[config.mk]
export PLATFORM = sky130hd
export DESIGN_NAME = pmux_pipe
export DESIGN_NICKNAME = d
export VERILOG_FILES = /design/src/rtl/pmux_pkg.sv /design/src/rtl/pmux_prio_enc.sv /design/src/rtl/pmux_pipe.sv
export SDC_FILE = /design/constraint.sdc
export NUM_CORES = 1
export LEC_CHECK = 0
export ABC_AREA = 1
export BUFFER_PORTS_ARGS = -buffer_cell sky130_fd_sc_hd__buf_2
export CAP_MARGIN = 5
export CORE_AREA = 4 4 137 139
export DETAILED_ROUTE_END_ITERATION = 16
export DIE_AREA = 0 0 141 143
export PLACE_DENSITY_LB_ADDON = 0.05
export SETUP_SLACK_MARGIN = 0.1
export SLEW_MARGIN = 20
export SYNTH_ARGS = -nofsm -noshare
export SYNTH_HDL_FRONTEND = slang
export SYNTH_HIERARCHICAL = 1
export SYNTH_SLANG_ARGS = --single-unit
[constraint.sdc]
create_clock -name clk_i -period 5.4 [get_ports clk_i]
set_clock_uncertainty 0.15 [all_clocks]
set_input_delay 1.35 -clock clk_i [delete_from_list [all_inputs] [get_ports clk_i]]
set_output_delay 1.35 -clock clk_i [all_outputs]
set_load 0.02 [all_outputs]
[src/rtl/pmux_pkg.sv]
// Shared constants and the priority helper for the pmux_pipe block.
package pmux_pkg;

  localparam int MISS_CNT_W = 16;
  // Widest hit vector prio_first can scan; channel counts above this are unsupported.
  localparam int PRIO_MAX   = 64;

  function automatic int prio_first(input logic [PRIO_MAX-1:0] vec, input int len);
    int res;
    res = len;
    for (int i = PRIO_MAX - 1; i >= 0; i--) begin
      if (i < len && vec[i]) begin
        res = i;
      end
    end
    return res;
  endfunction

endpackage

[src/rtl/pmux_prio_enc.sv]
// Lowest-index priority encoder over an N-bit hit vector; idx_o = N when nothing is set.
module pmux_prio_enc
  import pmux_pkg::*;
#(
  parameter  int N     = 4,
  localparam int IDX_W = $clog2(N + 1)
) (
  input  logic [N-1:0]     vec_i,
  output logic             any_o,
  output logic [IDX_W-1:0] idx_o
);

  logic [PRIO_MAX-1:0] vec_ext;

  always_comb begin
    vec_ext = '0;
    vec_ext[N-1:0] = vec_i;
  end

  assign any_o = |vec_i;
  assign idx_o = IDX_W'(prio_first(vec_ext, N));

endmodule

[src/rtl/pmux_pipe.sv]
// Two-stage priority-match multiplexer with valid/ready backpressure.
// Define PMUX_PIPE_MISS_CNT_EN to add the saturating miss counter output miss_cnt_o.
module pmux_pipe
  import pmux_pkg::*;
#(
  parameter  int NUM_CH = 4,
  parameter  int SEL_W  = 32,
  parameter  int DATA_W = 16,
  localparam int IDX_W  = $clog2(NUM_CH + 1)
) (
  input  logic                         clk_i,
  input  logic                         rst_i,
  input  logic                         in_valid_i,
  output logic                         in_ready_o,
  input  logic [NUM_CH*SEL_W-1:0]      sel_i,
  input  logic [NUM_CH*SEL_W-1:0]      key_i,
  input  logic [(NUM_CH+1)*DATA_W-1:0] data_i,
  output logic                         out_valid_o,
  input  logic                         out_ready_i,
  output logic [DATA_W-1:0]            q_o,
  output logic                         hit_o,
  output logic [IDX_W-1:0]             idx_o
`ifdef PMUX_PIPE_MISS_CNT_EN
  ,
  output logic [MISS_CNT_W-1:0]        miss_cnt_o
`endif
);

  logic              s1_adv;
  logic              s2_adv;

  logic              s1_valid_q;
  logic [NUM_CH-1:0] hit_vec_d;
  logic [NUM_CH-1:0] hit_vec_q;
  logic [DATA_W-1:0] data_q [NUM_CH+1];

  logic              out_valid_q;
  logic [DATA_W-1:0] q_d;
  logic [DATA_W-1:0] q_q;
  logic              hit_q;
  logic [IDX_W-1:0]  idx_q;

  logic              enc_any;
  logic [IDX_W-1:0]  enc_idx;

  assign s2_adv     = !out_valid_q || out_ready_i;
  assign s1_adv     = !s1_valid_q || s2_adv;
  assign in_ready_o = s1_adv;

  // Full-width equality per channel, evaluated on the incoming beat.
  generate
    for (genvar gi = 0; gi < NUM_CH; gi++) begin : g_cmp
      assign hit_vec_d[gi] = (sel_i[gi*SEL_W +: SEL_W] == key_i[gi*SEL_W +: SEL_W]);
    end
  endgenerate

  always_ff @(posedge clk_i or posedge rst_i) begin
    if (rst_i) begin
      s1_valid_q <= 1'b0;
      hit_vec_q  <= '0;
      for (int i = 0; i <= NUM_CH; i++) begin
        data_q[i] <= '0;
      end
    end else if (s1_adv) begin
      s1_valid_q <= in_valid_i;
      if (in_valid_i) begin
        hit_vec_q <= hit_vec_d;
        for (int i = 0; i <= NUM_CH; i++) begin
          data_q[i] <= data_i[i*DATA_W +: DATA_W];
        end
      end
    end
  end

  pmux_prio_enc #(
    .N (NUM_CH)
  ) u_prio_enc (
    .vec_i (hit_vec_q),
    .any_o (enc_any),
    .idx_o (enc_idx)
  );

  always_comb begin
    q_d = data_q[NUM_CH];
    for (int i = 0; i < NUM_CH; i++) begin
      if (enc_idx == IDX_W'(i)) begin
        q_d = data_q[i];
      end
    end
  end

  // Output fields only move when a real beat is loaded, so bubbles leave them untouched.
  always_ff @(posedge clk_i or posedge rst_i) begin
    if (rst_i) begin
      out_valid_q <= 1'b0;
      q_q         <= '0;
      hit_q       <= 1'b0;
      idx_q       <= '0;
    end else if (s2_adv) begin
      out_valid_q <= s1_valid_q;
      if (s1_valid_q) begin
        q_q   <= q_d;
        hit_q <= enc_any;
        idx_q <= enc_idx;
      end
    end
  end

  assign out_valid_o = out_valid_q;
  assign q_o         = q_q;
  assign hit_o       = hit_q;
  assign idx_o       = idx_q;

`ifdef PMUX_PIPE_MISS_CNT_EN
  logic [MISS_CNT_W-1:0] miss_cnt_q;

  always_ff @(posedge clk_i or posedge rst_i) begin
    if (rst_i) begin
      miss_cnt_q <= '0;
    end else if (out_valid_q && out_ready_i && !hit_q && (miss_cnt_q != '1)) begin
      miss_cnt_q <= miss_cnt_q + MISS_CNT_W'(1);
    end
  end

  assign miss_cnt_o = miss_cnt_q;
`endif

endmodule
Word-level counts from Yosys, hierarchy flattened

Cells that the tools add are included.

Output and inout port bits: 22
Word-level logic and storage cells: 34
Bits in registers: 106
Bits of input ports: 340

Mux-type cells: 8
Eq/ne operators: 7
Reductions and logical operators: 8

Operator list:

| operator           | count |
|---|---|
| $eq 32x32->1       | 4 |
| $mux 16            | 4 |
| $mux 3             | 4 |
| $eq 3x2->1 const B | 2 |
| $reduce_and 2->1   | 2 |
| $reduce_or 4->1    | 1 |
| $eq 3x1->1 const B | 1 |
| $logic_not 3->1    | 1 |
| $logic_not 1->1    | 2 |
| $logic_or 1x1->1   | 2 |

Logic depth before layout (Yosys ltp)

Gate-level depths: netlist of run 1.

Depth in word-level cells: 9
Depth in mapped cells: 12
Depth with buffers taken out: 11

By module

The synthesis of run 1 kept the hierarchy.

Modules (own cells, without submodules):

| module        | seq. area each (um2) | cells an instance | instances | area each (um2) |
|---|---|---|---|---|
| pmux_pipe     | 2652.5               | 936               | 1         | 6490.0 |
| pmux_prio_enc | 0.0                  | 9                 | 1         | 41.3 |

Worst setup path before layout of run 1

OpenSTA, ideal clock, no wires.

Path type: input to output
Start point: input port out_ready_i
End point: output port in_ready_o
Slack: 2.354 ns
Arrival: 1.546 ns
Stages: 2
Data required time: 3.900 ns
Path buffers: 0
Cell sequence: inv_1 nand3_2

Word-level cells in the longest chain between the ends: 2

RTL lines:

| what             | line            | RTL |
|---|---|---|
| from (decl)      | pmux_pipe.sv:19 | `input logic out_ready_i,` |
| $logic_or 1x1->1 | pmux_pipe.sv:46 | `assign s2_adv = !out_valid_q \|\| out_ready_i;` |
| $logic_or 1x1->1 | pmux_pipe.sv:47 | `assign s1_adv = !s1_valid_q \|\| s2_adv;` |
| to (decl)        | pmux_pipe.sv:14 | `output logic in_ready_o,` |

No other way between the ends.

Final worst setup path of run 1

Same ends and word-level chain as after synthesis.

==> results of run 1 <==
==> routing by layer <==
metal  GRT usage (%)  part of all wire [%]
met2            37.9                    50
met5               0                  0.12
met4            6.12                   1.9
met3            5.36                   7.5
met1            26.9                    40
==> final cells by class <==
type	count	share of cell area [%]
inverter	116	4.98
timing repair buffer	366	20.9
tap	229	3.24
clock inverter	5	0.594
antenna	5	0.142
sequential	106	30.0
multi-input combinational	690	37.3
clock buffer	11	2.86
==> synth_stat cells <==
cell type	count
inv_2	5
nor3_1	1
xnor2_1	89
nor2_1	54
nand4_1	3
or2_2	5
nand2_2	1
o21ai_1	15
a21oi_1	47
dfrtp_1	106
inv_1	111
o21ai_0	72
xor2_1	6
nand3_2	2
nand3_1	12
nor3_2	1
nor2_2	1
buf_2	21
nand2_1	381
clkbuf_1	12
==> worst max-delay path, stage by stage <==
cell	delay, ns
buf_2	0.11
inv_1	0.08
nand3_2	0.10
buf_2	0.18
==> worst max path at each step <==
| stage | from | endpoint | slack [ns] | cells past startpoint |
|---|---|---|---|---|
| after floorplan | rst_i | data_q[0]$_DFFE_PP0P_ | 1.11 | 1 |
| after global placement | out_ready_i | in_ready_o | 2.08 | 4 |
| after detailed placement | out_ready_i | in_ready_o | 2.07 | 4 |
| after CTS | out_ready_i | in_ready_o | 2.07 | 4 |
| after global routing | out_ready_i | in_ready_o | 2.04 | 4 |
| final | out_ready_i | in_ready_o | 2.08 | 4 |
==> power by group through the flow <==
| stage | clock, W | combinational (W) | sequential, W |
|---|---|---|---|
| global placement | 0 | 0.000620 | 0.000989 |
| global route | 0.000719 | 0.000704 | 0.000992 |
| finish | 0.000669 | 0.000619 | 0.000978 |
| detailed placement | 0 | 0.000628 | 0.000992 |
| CTS | 0.000690 | 0.000631 | 0.000978 |
| floorplan | 0 | 0.000311 | 0.00103 |
==> flip-flops by register name, summed over array words and instances (netlist names) <==
signal,flops
q_o,16
idx_o,3
out_valid_o,1
hit_o,1
data_q,80
s1_valid_q,1
hit_vec_q,4
==> layout by cell type (no fill, tap or decap), types with 2 or more instances in the layout <==
cell type	synthesis	final
clkinv_2	0	3
clkbuf_8	0	2
nand4_1	3	3
diode_2	0	5
buf_2	21	361
o21ai_1	15	15
buf_4	0	5
nand3_1	12	12
inv_4	0	2
nand2_1	381	381
inv_1	111	110
nand3_2	2	2
or2_2	5	5
xor2_1	6	6
nor2_1	54	54
o21ai_0	72	72
dfrtp_1	106	106
clkbuf_16	0	9
inv_2	5	4
a21oi_1	47	47
xnor2_1	89	89
==> through the flow <==
| stage | hold WS (ns) | setup WS (ns) |
|---|---|---|
| 2_1_floorplan | 0.294 | 1.11 |
| 4_1_cts | 0.330 | 2.07 |
| 3_3_place_gp | 0.310 | 2.08 |
| 3_5_place_dp | 0.312 | 2.07 |
| 5_1_grt | 0.347 | 2.04 |
| 6_report | 0.326 | 2.08 |
==> kinds of logic (layout without fill, tap and decap cells) <==
kind of cell | count (synthesis) | in the layout | share of synthesized area [%]
buffers and inverters | 149 | 498 | 8.97
xor gates and xnor gates | 95 | 95 | 12.7
other | 0 | 5 | 0
DFF | 106 | 106 | 40.6
and+or+nand+nor | 461 | 461 | 27.4
AOI/OAI and AO/OA | 134 | 134 | 10.3
==> impl_metrics.py, run 1 <==
metrics = {
    "run_status": {
        "outcome": "complete, no violations",
    },
    "worst_hold_path": {
        "holdCritPathClass": "reg -> reg",
        "worstHoldEndpoint": "idx_o[0]$_DFFE_PP0P_",
        "min-delay-start": "idx_o[0]$_DFFE_PP0P_",
        "min_path_cells": 2,
    },
    "global_routing": {
        "grtUsageTotal_pct": 21.7,
        "grt_pass1_wl_um": 33700,
        "gr-total-overflow": 0,
        "antenna_found_initial": 12,
        "grt_start_max_net_pins": 100,
        "grt_pass1_vias": 6387,
    },
    "pwr": {
        "clkPwrFrac_pct": 29.5,
        "switchingPower_w": 0.000700,
        "power_leakage_nw": 4.99,
        "power_density_mw_per_mm2": 256,
        "p_sw_share_pct": 30.9,
        "power.internal_w": 0.00157,
        "ir_drop_mv": 0.146,
        "combPwrFrac_pct": 27.3,
        "power_w": 0.00227,
        "pwr-share-seq_pct": 43.2,
    },
    "floorplan": {
        "fp.dieW_um": 141,
        "initial_utilization_pct": 37.0,
        "die-height_um": 143,
        "die_area_mm2": 0.0202,
        "io_pins": 362,
        "rows": 49,
        "core_mm2": 0.0177,
    },
    "clock_network": {
        "cts.repair.resized": 0,
        "cts_tree": "yes",
        "clk_pin_slew_worst_paths_ns": 0.06,
        "postCtsSetupBuffers": 0,
        "root_buffer": "clkbuf_16",
        "ctsHoldBuffers": 0,
        "cts.sinks": 106,
        "cts_htree_levels": 3,
        "clk_path_buf_depth": 2,
        "worstSkewPairLatency_ns": 0.34,
        "numCtsBuffers": 9,
    },
    "synthesis": {
        "synth.avg_cell_area_um2": 6.91,
        "syn_inst": 945,
        "syn_area_mm2": 0.00653,
        "syn-num-nets": 1285,
        "synth_area_leaders": "dfrtp_1, nand2_1, xnor2_1",
        "synth_top_area_cell": "dfrtp_1",
        "synth_top_area_share_pct": 40.6,
        "ys_seq_elements": 106,
        "yosys_warnings": 6,
        "yosysSeqAreaShare_pct": 40.6,
        "synthDistinctLibCells": 20,
    },
    "sta": {
        "finalCriticalPeriod_ns": 3.32,
        "rsz0062_at_grt": "no",
        "relSlewSlack_pct": 38.6,
        "setup_tns_ns": 0,
        "slew_viol_final": 0,
        "worstMarginPinSlew_ns": 0.919,
        "fin_crit_sh_pct": 61.6,
        "hold_violations": 0,
        "fmax_mhz": 301,
        "setup_viol": 0,
    },
    "cells_and_area": {
        "fill_cells": 1865,
        "final_cell_area_mm2": 0.00884,
        "drive_gt1_share_pct": 30.8,
        "post-route-util_pct": 50.1,
        "multi_input_area_mm2": 0.00330,
        "final_cells": 1528,
        "syn_to_final_growth_pct": 35.4,
        "regArea_mm2": 0.00265,
        "nets": 1629,
    },
    "place": {
        "hpwl_um": 18600,
        "placed_cells": 1507,
        "place.gp.congestion": 0.953,
        "dpl_cell_area_mm2": 0.00852,
        "port_buffers": 361,
    },
    "drt": {
        "drtPass1Iterations": 4,
        "drtIter0Drc": 353,
        "wl_per_cell_um": 14.7,
        "ant_nets": 0,
        "via_per_inst": 4.39,
        "drc": 0,
        "drt_wl_total_um": 22500,
        "vias": 6714,
    },
    "setup_path": {
        "worstPathArrival_ns": 1.82,
        "cp.required_ns": 3.90,
        "endpoint_kind": "output port",
        "critical_path_class": "in -> out",
        "reg2reg_depth": 9,
        "r2r_end": "q_o[14]$_DFFE_PP0P_",
        "r2r_start": "hit_vec_q[3]$_DFFE_PP0P_",
        "crit_fanout": 3,
        "ff2ff_setup_slack_ns": 2.59,
        "start_kind": "input pin",
    },
    "flow_run": {
        "drv_cap": 0,
    },
}
Note: power is estimated with default switching activity, not from simulation.
==> run 2, diff against run 1 <==
==> constraint.sdc (replaced) <==
create_clock -name clk_i -period 3.1 [get_ports clk_i]
set_clock_uncertainty 0.15 [all_clocks]
set_input_delay 0.775 -clock clk_i [delete_from_list [all_inputs] [get_ports clk_i]]
set_output_delay 0.775 -clock clk_i [all_outputs]
set_load 0.02 [all_outputs]
==> run 2 against run 1 <==
Effect of this change:
- first-iteration DRC count down 10%
- cell count is the same
- combinational power grew 78%
- flip-flop and latch count unchanged
- setup slack worse by 1.3 ns
- utilization is 0.50 points higher
- hold slack is essentially flat
- largest cell class unchanged
- critical path depth increased by 7
- cell area increased by 1.0%
- die area did not move
- via count is 0.64% higher
==> impl_metrics.py, run 2 (synthesis gave the netlist of run 1 again) <==
metrics = {
    "setup_path": {
        "worstPathArrival_ns": 2.40,
        "critical_path_class": "reg -> reg",
        "r2r_start": "hit_vec_q[2]$_DFFE_PP0P_",
        "cp.required_ns": 3.19,
        "endpoint_kind": "register",
        "reg2reg_depth": 11,
        "crit_fanout": 31,
        "r2r_end": "q_o[14]$_DFFE_PP0P_",
        "ff2ff_setup_slack_ns": 0.79,
        "start_kind": "register",
    },
    "cells_and_area": {
        "multi_input_area_mm2": 0.00330,
        "final_cell_area_mm2": 0.00893,
        "syn_to_final_growth_pct": 36.7,
        "fill_cells": 1875,
        "regMostFlops": "data_q",
        "largest_register_ffs": 80,
        "final_cell_mix": "nand2_1, buf_2, inv_1",
        "regArea_mm2": 0.00265,
        "nets": 1631,
        "drive_gt1_share_pct": 30.8,
        "final_cells": 1528,
        "final_common_cell": "nand2_1",
    },
    "worst_hold_path": {
        "min_path_cells": 2,
        "min-delay-start": "q_o[12]$_DFFE_PP0P_",
        "worstHoldEndpoint": "q_o[12]$_DFFE_PP0P_",
        "holdCritPathClass": "reg -> reg",
    },
    "place": {
        "placed_cells": 1509,
        "port_buffers": 361,
        "place.gp.congestion": 0.912,
        "dpl_cell_area_mm2": 0.00856,
        "hpwl_um": 19200,
    },
    "drt": {
        "drtIter0Drc": 317,
        "via_per_inst": 4.42,
        "ant_nets": 0,
        "drt_wl_total_um": 23000,
        "drtPass1Iterations": 5,
        "vias": 6757,
        "wl_per_cell_um": 15.1,
        "drc": 0,
    },
    "clock_network": {
        "numCtsBuffers": 9,
        "cts_htree_levels": 3,
        "cts_tree": "yes",
        "cts.repair.resized": 0,
        "worstSkewPairLatency_ns": 0.35,
        "postCtsSetupBuffers": 0,
        "clk_pin_slew_worst_paths_ns": 0.07,
        "root_buffer": "clkbuf_16",
        "clk_path_buf_depth": 2,
        "cts.sinks": 106,
        "ctsHoldBuffers": 0,
    },
    "sta": {
        "worstMarginPinSlew_ns": 0.608,
        "setup_viol": 0,
        "relSlewSlack_pct": 59.5,
        "hold_violations": 0,
        "rsz0062_at_grt": "no",
        "setup_tns_ns": 0,
        "slew_viol_final": 0,
        "fmax_mhz": 433,
        "finalCriticalPeriod_ns": 2.31,
        "fin_crit_sh_pct": 74.5,
    },
    "floorplan": {
        "core_mm2": 0.0177,
        "rows": 49,
        "fp.dieW_um": 141,
        "initial_utilization_pct": 37.0,
        "io_pins": 362,
        "die-height_um": 143,
        "die_area_mm2": 0.0202,
    },
    "flow_run": {
        "drv_cap": 0,
    },
    "global_routing": {
        "grt_pass1_vias": 6546,
        "grt_pass1_wl_um": 34800,
        "antenna_found_initial": 9,
        "grtUsageTotal_pct": 22.3,
        "gr-total-overflow": 0,
        "grt_start_max_net_pins": 107,
    },
    "run_status": {
        "outcome": "complete, no violations",
    },
    "pwr": {
        "power_density_mw_per_mm2": 467,
        "power_leakage_nw": 5.03,
        "power_w": 0.00417,
        "ir_drop_mv": 0.286,
    },
}
run 2: cell types whose count changed in the layout (fill, tap and decap cells not counted), sizes merged:
| cell | delta |
|---|---|
| bufinv | +3 |
| inv | -1 |
| buf | +2 |
| diode | -1 |
| clkbuf | -2 |
| clkinv | -1 |
run 2: worst max-delay path, stage by stage, from the launching register on:
cell     delay [ns]
dfrtp_1        0.40
inv_1          0.06
nand2_1        0.04
a21oi_1        0.43
nor2_1         0.11
nand2_1        0.09
buf_4          0.27
o21ai_0        0.22
o21ai_1        0.25
nand2_1        0.08
nand2_1        0.06
nand2_1        0.04
run 2: worst max path at each step:
stage | from | to | slack, ns | cells past startpoint
after global routing | hit_vec_q[2]$_DFFE_PP0P_ | q_o[5]$_DFFE_PP0P_ | 0.48 | 10
after floorplan | rst_i | data_q[0]$_DFFE_PP0P_ | 0.90 | 1
final | hit_vec_q[2]$_DFFE_PP0P_ | q_o[14]$_DFFE_PP0P_ | 0.79 | 11
after CTS | hit_vec_q[3]$_DFFE_PP0P_ | q_o[11]$_DFFE_PP0P_ | 0.74 | 9
after detailed placement | hit_vec_q[3]$_DFFE_PP0P_ | q_o[11]$_DFFE_PP0P_ | 0.76 | 9
after global placement | hit_vec_q[3]$_DFFE_PP0P_ | q_o[14]$_DFFE_PP0P_ | 0.79 | 10
run 2: through the flow:
stage | utilization (%) | hold WS, ns | setup WS (ns)
after floorplan | - | 0.294 | 0.901
after CTS | 50.5 | 0.329 | 0.745
final | 50.6 | 0.326 | 0.789
after detailed placement | 48.5 | 0.310 | 0.755
after global routing | 50.6 | 0.343 | 0.480
after global placement | 48.5 | 0.308 | 0.793
run 2: metal layers:
layer  track usage (%)  vias up  wire length [um]
met5                 0        -                48
met4              6.43       10               346
met3              4.99       28              1320
met2              39.5      188             11900
met1              27.5     2971              9430
li1                  -     3560                 -
run 2: area by class of cell:
type,instances,share of cell area [%]
diodes,4,0.112
clock buffers,9,2.52
clock inverters,6,1.46
inverters,116,4.95
multi-input cells,690,36.9
flip-flops and latches,106,29.7
well taps,229,3.21
repair buffers,368,21.1
run 2: power breakdown:
group | internal (W) | switching [W]
clock network | 0.000864 | 0.000501
logic | 0.000463 | 0.000634
registers | 0.00160 | 0.000105
